### config.mk
export PLATFORM = sky130hd
export DESIGN_NAME = fetch_unit
export DESIGN_NICKNAME = d
export VERILOG_FILES = /design/src/rtl/fetch_unit.sv
export SDC_FILE = /design/constraint.sdc
export NUM_CORES = 1
export LEC_CHECK = 0
export BUFFER_PORTS_ARGS = -buffer_cell sky130_fd_sc_hd__buf_2
export CORE_ASPECT_RATIO = 1.1
export CORE_MARGIN = 3
export CORE_UTILIZATION = 40
export DETAILED_ROUTE_END_ITERATION = 10
export GPL_ROUTABILITY_DRIVEN = 0
export PLACE_DENSITY_LB_ADDON = 0.15
export SLEW_MARGIN = 20
export SYNTH_ARGS = -nofsm -noshare
export SYNTH_HDL_FRONTEND = slang
export SYNTH_SLANG_ARGS = --single-unit
### constraint.sdc
create_clock -name clk -period 15.6 [get_ports clk]
set_input_delay 3.9 -clock clk [delete_from_list [all_inputs] [get_ports clk]]
set_output_delay 3.9 -clock clk [all_outputs]
set_load 0.02 [all_outputs]
### src/rtl/fetch_unit.sv
// Instruction fetch front end: owns the fetch PC, keeps one instruction-memory read in
// flight and buffers returned words in a 2-entry queue whose head feeds the decoder.
module fetch_unit #(
  parameter int                ADDR_W   = 64,
  parameter logic [ADDR_W-1:0] RESET_PC = '0
) (
  input  logic              clk,
  input  logic              reset,
  output logic              imem_req,
  output logic [ADDR_W-1:0] imem_addr,
  input  logic              imem_ack,
  input  logic [31:0]       imem_rdata,
  output logic [31:0]       instru,
  output logic [ADDR_W-1:0] instr_pc,
  output logic              instr_valid,
  input  logic              stall,
  input  logic              BrTaken,
  input  logic              UncondBr
);

  function automatic logic [ADDR_W-1:0] branch_target(input logic [ADDR_W-1:0] pc,
                                                      input logic [31:0]       ins,
                                                      input logic              uncond);
    logic signed [ADDR_W-1:0] off;
    if (uncond) off = {{(ADDR_W-26){ins[25]}}, ins[25:0]};
    else        off = {{(ADDR_W-19){ins[23]}}, ins[23:5]};
    return pc + $unsigned(off <<< 2);
  endfunction

  logic [1:0]        occ, occ_n;
  logic              discard, discard_n;
  logic [ADDR_W-1:0] fetch_pc, fetch_pc_n;
  logic              req_n;
  logic [ADDR_W-1:0] addr_n;
  logic [31:0]       q_word [2];
  logic [ADDR_W-1:0] q_pc   [2];

  logic ack_eff, consume, redirect, still_out, push, wr_idx;

  assign instr_valid = (occ != 2'd0);
  assign instru      = instr_valid ? q_word[0] : '0;
  assign instr_pc    = instr_valid ? q_pc[0]   : '0;

  always_comb begin
    ack_eff    = imem_req & imem_ack;
    consume    = instr_valid & ~stall;
    redirect   = consume & BrTaken;
    still_out  = imem_req & ~imem_ack;
    // A word acked on a redirect cycle is wrong-path as well, so it is never pushed.
    push       = ack_eff & ~discard & ~redirect;
    wr_idx     = (occ == 2'd2) | ((occ == 2'd1) & ~consume);

    occ_n      = occ - {1'b0, consume} + {1'b0, push};
    fetch_pc_n = fetch_pc;
    discard_n  = discard;
    if (push) fetch_pc_n = imem_addr + ADDR_W'(4);
    if (ack_eff) discard_n = 1'b0;
    if (redirect) begin
      occ_n      = 2'd0;
      fetch_pc_n = branch_target(q_pc[0], q_word[0], UncondBr);
      if (still_out) discard_n = 1'b1;
    end

    // An outstanding read is held untouched; otherwise issue whenever the queue has room.
    req_n  = still_out | (occ_n != 2'd2);
    addr_n = still_out ? imem_addr : fetch_pc_n;
  end

  // ---- control state ----
  always_ff @(posedge clk) begin
    if (reset) begin
      occ       <= 2'd0;
      discard   <= 1'b0;
      fetch_pc  <= RESET_PC;
      imem_req  <= 1'b0;
      imem_addr <= RESET_PC;
    end else begin
      occ       <= occ_n;
      discard   <= discard_n;
      fetch_pc  <= fetch_pc_n;
      imem_req  <= req_n;
      imem_addr <= addr_n;
    end
  end

  // ---- queue storage ----
  always_ff @(posedge clk) begin
    if (consume) begin
      q_word[0] <= q_word[1];
      q_pc[0]   <= q_pc[1];
    end
    if (push) begin
      q_word[wr_idx] <= imem_rdata;
      q_pc[wr_idx]   <= imem_addr;
    end
  end

endmodule

==> results of run 1 <==
==> stage by stage <==
stage | hold slack, ns | std cells | setup slack (ns) | instance area (µm²)
after floorplan | 0.4587 | 1801 | 6.000 | 17850
after global placement | 0.4718 | 2476 | 7.471 | 19280
after detailed placement | 0.4823 | 2476 | 7.325 | 19280
after CTS | 0.4904 | 2544 | 7.936 | 20570
after global routing | 0.5169 | 2544 | 7.654 | 20570
final | 0.4866 | 2544 | 7.893 | 20570
==> area by class of cell <==
class | instances | area [µm²] | share of cell area
inverter | 25 | 93.84 | 0.004563
timing repair buffer | 214 | 1111 | 0.05402
sequential | 324 | 8408 | 0.4088
clock inverter | 22 | 261.5 | 0.01271
multi-input combinational | 1339 | 8952 | 0.4353
clock buffer | 46 | 1022 | 0.04970
tap | 574 | 718.2 | 0.03492
==> metal layers <==
metal / wire [µm] / GRT usage
met1: 23410 / 0.2892
met2: 23450 / 0.3443
met3: 2551 / 0.03349
met4: 947 / 0.05453
met5: 0 / 0
==> registers in the layout (all words and copies together), names as in the netlist <==
register and flops:
discard 1, q_word 64, imem_req 1, imem_addr 64
occ 2, q_pc 128, fetch_pc 64
==> synthesized netlist by cell type, types with 41 or more instances <==
cell type  instances
edfxtp_1         192
clkbuf_1          99
mux2_2           115
xor2_1            62
a211oi_1          91
and2_1           103
nand2_1          128
ha_1              64
nor2_1           207
dfxtp_1          132
o21ai_0           66
a21oi_1          140
nand3_1           41
==> cell families after synthesis <==
kind of cell               count (synthesis)  share of synthesized area
buffers and inverters                    138                    0.02957
adders and majority gates                 65                    0.04597
and+or+nand+nor                          624                     0.1737
xor gates and xnor gates                  98                    0.04807
DFF                                      324                     0.4709
AOI/OAI and AO/OA                        431                     0.1559
muxes                                    121                    0.07589
==> path summary, 6_finish.rpt <==
| kind | from | to | cells past startpoint |
|---|---|---|---|
| worst max register to register | occ[1]$_SDFF_PP0_ | imem_addr[63]$_SDFFE_PP0N_ | 9 |
| worst min-delay path | fetch_pc[1]$_SDFF_PP0_ | fetch_pc[1]$_SDFF_PP0_ | 2 |
| worst max-delay path | UncondBr | imem_addr[56]$_SDFFE_PP0N_ | 14 |
| worst min register to register | fetch_pc[1]$_SDFF_PP0_ | fetch_pc[1]$_SDFF_PP0_ | 2 |
==> worst min-delay path: stages (launching register included) <==
cell and delay [ns]:
dfxtp_1 0.31, nand2_1 0.05, a311oi_1 0.08
==> power by group <==
part / switching, µW / internal [µW] / total [µW]
sequential: 228 / 1210 / 1440
combinational: 1400 / 798 / 2200
clock: 362 / 552 / 914
total: 1990 / 2560 / 4560
==> impl_metrics.py, run 1 <==
metrics = {
    "floorplanning": {
        "fp.dieW_um": 207.4,
        "floorplan.initialDensity": 0.4082,
        "io_pins": 200,
        "fp.coreArea_um2": 43740,
        "die_area_um2": 47210,
        "die_h_um": 227.6,
        "row_count": 80,
    },
    "cts": {
        "clock_latency_ns": 0.57,
        "cts_buffers": 37,
        "cts.path.max_buffers": 3,
        "post_cts_buffers": 0,
        "path_clk_slew_ns": 0.06,
        "cts_hold_buffers": 0,
        "cts_max_level": 2,
        "cts.sink_count": 324,
        "cts_tree": "built",
        "cts-root-buf": "clkbuf_16",
        "postCtsResizedCells": 0,
    },
    "route": {
        "drt-initial-drc-count": 835,
        "drc": 0,
        "drt-vias-per-instance": 5.579,
        "wl_per_cell_um": 19.79,
        "routed_wl_um": 50360,
        "drt_first_pass_iters": 5,
        "drtAntennaViolNets": 0,
        "num_vias": 14190,
    },
    "grt": {
        "grt.overflow.total": 0,
        "grt_pass1_wl_um": 79370,
        "grt_pass1_vias": 13790,
        "grt_usage": 0.2089,
        "grt_max_degree": 82,
        "antenna_found_initial": 0,
    },
    "logic_synthesis": {
        "yosysUniqueCellTypes": 71,
        "synthCells": 1801,
        "netlist_area_um2": 17850,
        "yosys_warnings": 0,
        "ys_seq_area_frac": 0.4709,
        "synth_top_cell_by_area": "edfxtp_1",
        "synth_top_area_frac": 0.3229,
        "synth.ff_latch_count": 324,
        "synth_area_leaders": "edfxtp_1, dfxtp_1, mux2_2, ha_1, nor2_1",
        "synth_edf_count": 192,
        "syn-num-nets": 1904,
        "ys_async_sr_fraction": 0,
        "yosys_most_used_dff": "edfxtp_1",
        "syn_area_per_cell_um2": 9.914,
    },
    "finish": {
        "diodes": 0,
        "fillers": 4193,
        "final_layout_size_suffix_gt1_frac": 0.2137,
        "layout_common_cells": "nor2_1, buf_2, edfxtp_1",
        "final_util": 0.4702,
        "area_growth_pct": 15.19,
        "mostFrequentLayoutCell": "nor2_1",
        "nets": 2044,
    },
    "sta": {
        "period_minus_slack_ns": 7.707,
        "maxSlewHeadroom": 0.3547,
        "finalSetupViolCount": 0,
        "worstMarginPinSlew_ns": 0.9606,
        "clock.fmax_ghz": 0.1297,
        "finalSetupTns_ns": 0,
        "maxSlewViolCount": 0,
        "period_share": 0.4941,
        "finClkSkew_ns": 0.02615,
        "final_hold_viol_count": 0,
        "rsz0062_at_grt": "false",
    },
    "power": {
        "fin_total_pwr_uw": 4557,
        "p_leak_uw": 0.007993,
        "vdd_drop_max_v": 0.0001308,
        "power_density_nw_per_um2": 221.5,
    },
    "worst_setup_path": {
        "critical_path.startpoint_type": "input pin",
        "critical_path.max_stage_delay_ns": 0.56,
        "end_kind": "flop",
        "crit_buf_inv": 1,
        "cp_common_cell": "a211oi_1",
        "cp_slowest_cell": "o31ai_1",
        "path_cells": "buf_2 > mux2_2 > ha_1 > fa_1 > a211oi_1 > o21ai_1 > o21a_1 > o31ai_1 > o31ai_2 > a21oi_1 > o41a_1 > o21ai_0 > a211oi_1 > a211oi_1",
        "crit_type": "input pin to flop",
        "worstPathRequired_ns": 16.02,
        "r2r_slack_ns": 11.29,
        "critical_path_arrival_ns": 8.12,
        "critical_path.top_delay_family": "compound AO/OA/AOI/OAI gates",
        "worstPathMaxFanout": 26,
    },
    "worst_hold_path": {
        "holdCritPathClass": "flop to flop",
    },
    "placed_design": {
        "io_buffers": 199,
        "dp_hpwl_um": 35330,
    },
    "outcome": {
        "status": "finished, final reports clean",
    },
    "run": {
        "maxCapViolCount": 0,
    },
}
(Power assumes the default switching activity.)
==> inputs of run 2 (changes only) <==
Settings changed: ABC_AREA set to 1.
Clock period 15.6 ns to 8.1 ns, I/O delays scaled along.
==> run 2 against run 1 <==
- final area rose by 16%
- critical endpoint is now imem_addr[62]$_SDFFE_PP0N_
- critical path type unchanged
- worst hold slack improved by 0.031 ns
- critical path depth rose by 5
- die area rose by 16%
- first-iteration DRC count rose to 2.7 times the previous value
- synthesized cell count rose by 67%
- via count rose by 44%
- clock skew fell by 0.0061 ns
- register-to-register slack got worse by 7.2 ns
- synthesized area rose by 17%
- clock power rose by 99%
==> impl_metrics.py, run 2 <==
metrics = {
    "route": {
        "drt-vias-per-instance": 5.252,
        "drtAntennaViolNets": 0,
        "num_vias": 20370,
        "drt_first_pass_iters": 6,
        "drt-initial-drc-count": 2290,
        "wl_per_cell_um": 20.24,
        "drc": 0,
        "routed_wl_um": 78510,
    },
    "finish": {
        "largest_reg_flops": 128,
        "seq_area_um2": 8408,
        "top_register": "q_pc",
        "layout_common_cells": "nand2_1, inv_1, nor2_1",
        "area_growth_pct": 14.29,
        "diodes": 0,
        "final_cell_area_um2": 23830,
        "mostFrequentLayoutCell": "nand2_1",
        "nets": 3285,
        "multi_input_area_um2": 9956,
        "final_layout_size_suffix_gt1_frac": 0.1130,
        "fillers": 5323,
    },
    "cts": {
        "cts_hold_buffers": 0,
        "cts_tree": "built",
        "cts.sink_count": 324,
        "cts-root-buf": "clkbuf_16",
        "postCtsResizedCells": 0,
        "cts_max_level": 2,
        "cts.path.max_buffers": 3,
        "post_cts_buffers": 0,
        "path_clk_slew_ns": 0.06,
        "clock_latency_ns": 0.57,
        "cts_buffers": 38,
    },
    "sta": {
        "finClkSkew_ns": 0.02003,
        "maxSlewHeadroom": 0.3030,
        "period_share": 0.6295,
        "clock.fmax_ghz": 0.1961,
        "worstMarginPinSlew_ns": 1.039,
        "finalSetupTns_ns": 0,
        "finalSetupViolCount": 0,
        "final_hold_viol_count": 0,
        "holdWs_ns": 0.5172,
        "rsz0062_at_grt": "false",
        "maxSlewViolCount": 0,
        "period_minus_slack_ns": 5.099,
    },
    "logic_synthesis": {
        "ys_seq_area_frac": 0.4033,
        "syn-num-nets": 3113,
        "yosysUniqueCellTypes": 45,
        "syn_area_per_cell_um2": 6.927,
        "synth_top_area_frac": 0.2765,
        "yosys_most_used_dff": "edfxtp_1",
        "synth_common_cells": "nand2_1, inv_1, nor2_1",
        "synth_edf_count": 192,
        "synth_top_cell_by_area": "edfxtp_1",
        "synth.ff_latch_count": 324,
        "yosys_warnings": 0,
        "ys_async_sr_fraction": 0,
        "synthCells": 3010,
        "synth_area_leaders": "edfxtp_1, nand2_1, dfxtp_1, inv_1, nor2_1",
        "netlist_area_um2": 20850,
        "yosysMostFrequentCell": "nand2_1",
    },
    "grt": {
        "antenna_found_initial": 1,
        "grt.overflow.total": 0,
        "grt_pass1_wl_um": 117300,
        "grt_max_degree": 84,
        "grt_usage": 0.2800,
        "grt_pass1_vias": 19410,
    },
    "placed_design": {
        "io_buffers": 199,
        "dp_hpwl_um": 59570,
        "post_dp_cell_area_um2": 22510,
    },
    "worst_hold_path": {
        "hold_path_depth": 2,
        "holdCritPathClass": "flop to flop",
    },
    "worst_setup_path": {
        "crit_buf_inv": 5,
        "worstPathRequired_ns": 8.55,
        "end_kind": "flop",
        "crit_type": "input pin to flop",
        "worst-path-stages": 19,
        "critical_path.startpoint_type": "input pin",
        "critical_path.top_delay_family": "simple AND/OR/NAND/NOR gates",
        "cp_slowest_cell": "buf_2",
        "path_cells": "buf_2 > inv_1 > nand2_1 > o21ai_4 > buf_4 > ha_1 > nand2_1 > nor2_1 > inv_1 > nor3_1 > nand2_1 > nor3_1 > nand2_1 > nand2_1 > nand2_1 > nand3_1 > nand3_1 > nand2_1 > inv_1",
        "reg2reg_depth": 7,
        "worstPathMaxFanout": 37,
        "critical_path.max_stage_delay_ns": 0.46,
        "cp_common_cell": "nand2_1",
        "critical_path_arrival_ns": 5.55,
    },
    "power": {
        "vdd_drop_max_v": 0.0002250,
        "p_int_uw": 4984,
        "p_switching_uw": 4991,
        "swShare": 0.5003,
        "p_leak_uw": 0.01204,
        "seqPwrFrac": 0.293,
        "power.share.combinational": 0.524,
        "power_density_nw_per_um2": 418.6,
        "pwr-share-clk": 0.183,
    },
    "floorplanning": {
        "die_h_um": 245.5,
        "io_pins": 200,
        "floorplan.initialDensity": 0.4058,
        "fp.coreArea_um2": 51380,
        "row_count": 87,
        "fp.dieW_um": 223.7,
        "die_area_um2": 54900,
    },
    "run": {
        "maxCapViolCount": 0,
    },
    "outcome": {
        "status": "finished, final reports clean",
    },
}
-- run 2: changes by cell type after synthesis, sizes merged, moves of 46 or more --
cell    before  now
nand2      128  896
inv         25  580
nand3       43  218
and2       104    3
nor2       207  306
o21ai       70  163
a211oi      92    0
mux2       115   44
clkbuf      99   53
-- run 2: final cells by class --
type | count | share of cell area
multi-input cells | 2022 | 0.4178
flip-flops and latches | 324 | 0.3528
inverters | 580 | 0.09146
repair buffers | 216 | 0.04767
clock buffers | 52 | 0.04704
well taps | 667 | 0.03502
clock inverters | 18 | 0.008191
-- run 2: through the flow --
stage,total power (µW),setup WS [ns],std cells,util
2_1_floorplan,6251,0.8668,3010,-
5_1_grt,10660,2.622,3879,0.4638
3_3_place_gp,8051,2.498,3809,0.4382
4_1_cts,9933,3.035,3879,0.4638
6_report,9975,3.001,3879,0.4638
3_5_place_dp,8096,2.456,3809,0.4382
-- run 2: worst paths after layout --
| kind | start | end | slack (ns) |
|---|---|---|---|
| worst max-delay path | UncondBr | imem_addr[62]$_SDFFE_PP0N_ | 3.00 |
| worst min-delay path | discard$_SDFF_PP0_ | discard$_SDFF_PP0_ | 0.52 |
| worst max register to register | occ[1]$_SDFF_PP0_ | q_pc[0][17]$_DFFE_PP_ | 4.10 |
| worst min register to register | discard$_SDFF_PP0_ | discard$_SDFF_PP0_ | 0.52 |
-- run 2: layer usage --
metal,up-vias,part of all wire,GRT usage
li1,9895,-,-
met1,9454,0.43,0.3797
met2,850,0.45,0.4526
met3,171,0.075,0.03976
met4,2,0.044,0.1112
met5,-,0.00017,0
-- run 2: cell families after synthesis --
| group | share of synthesized area |
|---|---|
| multiplexers | 0.02376 |
| AND/OR/NAND/NOR | 0.3061 |
| AO/OA/AOI/OAI | 0.09038 |
| adder cells (fa/ha/maj) | 0.03937 |
| flip-flops | 0.4033 |
| buffers and inverters | 0.1212 |
| XOR/XNOR | 0.01596 |
-- run 2: power by group through the flow --
stage,logic (µW),clock network (µW),registers (µW)
6_report,5230,1820,2920
5_1_grt,5800,1910,2950
4_1_cts,5180,1850,2900
3_5_place_dp,5160,0,2940
3_3_place_gp,5120,0,2930
2_1_floorplan,3420,0,2830
-- run 2: tightest hold or removal path, stage by stage, from the launching register on --
cell and delay, ns:
dfxtp_1 0.32, a22oi_1 0.08, nor2_1 0.08
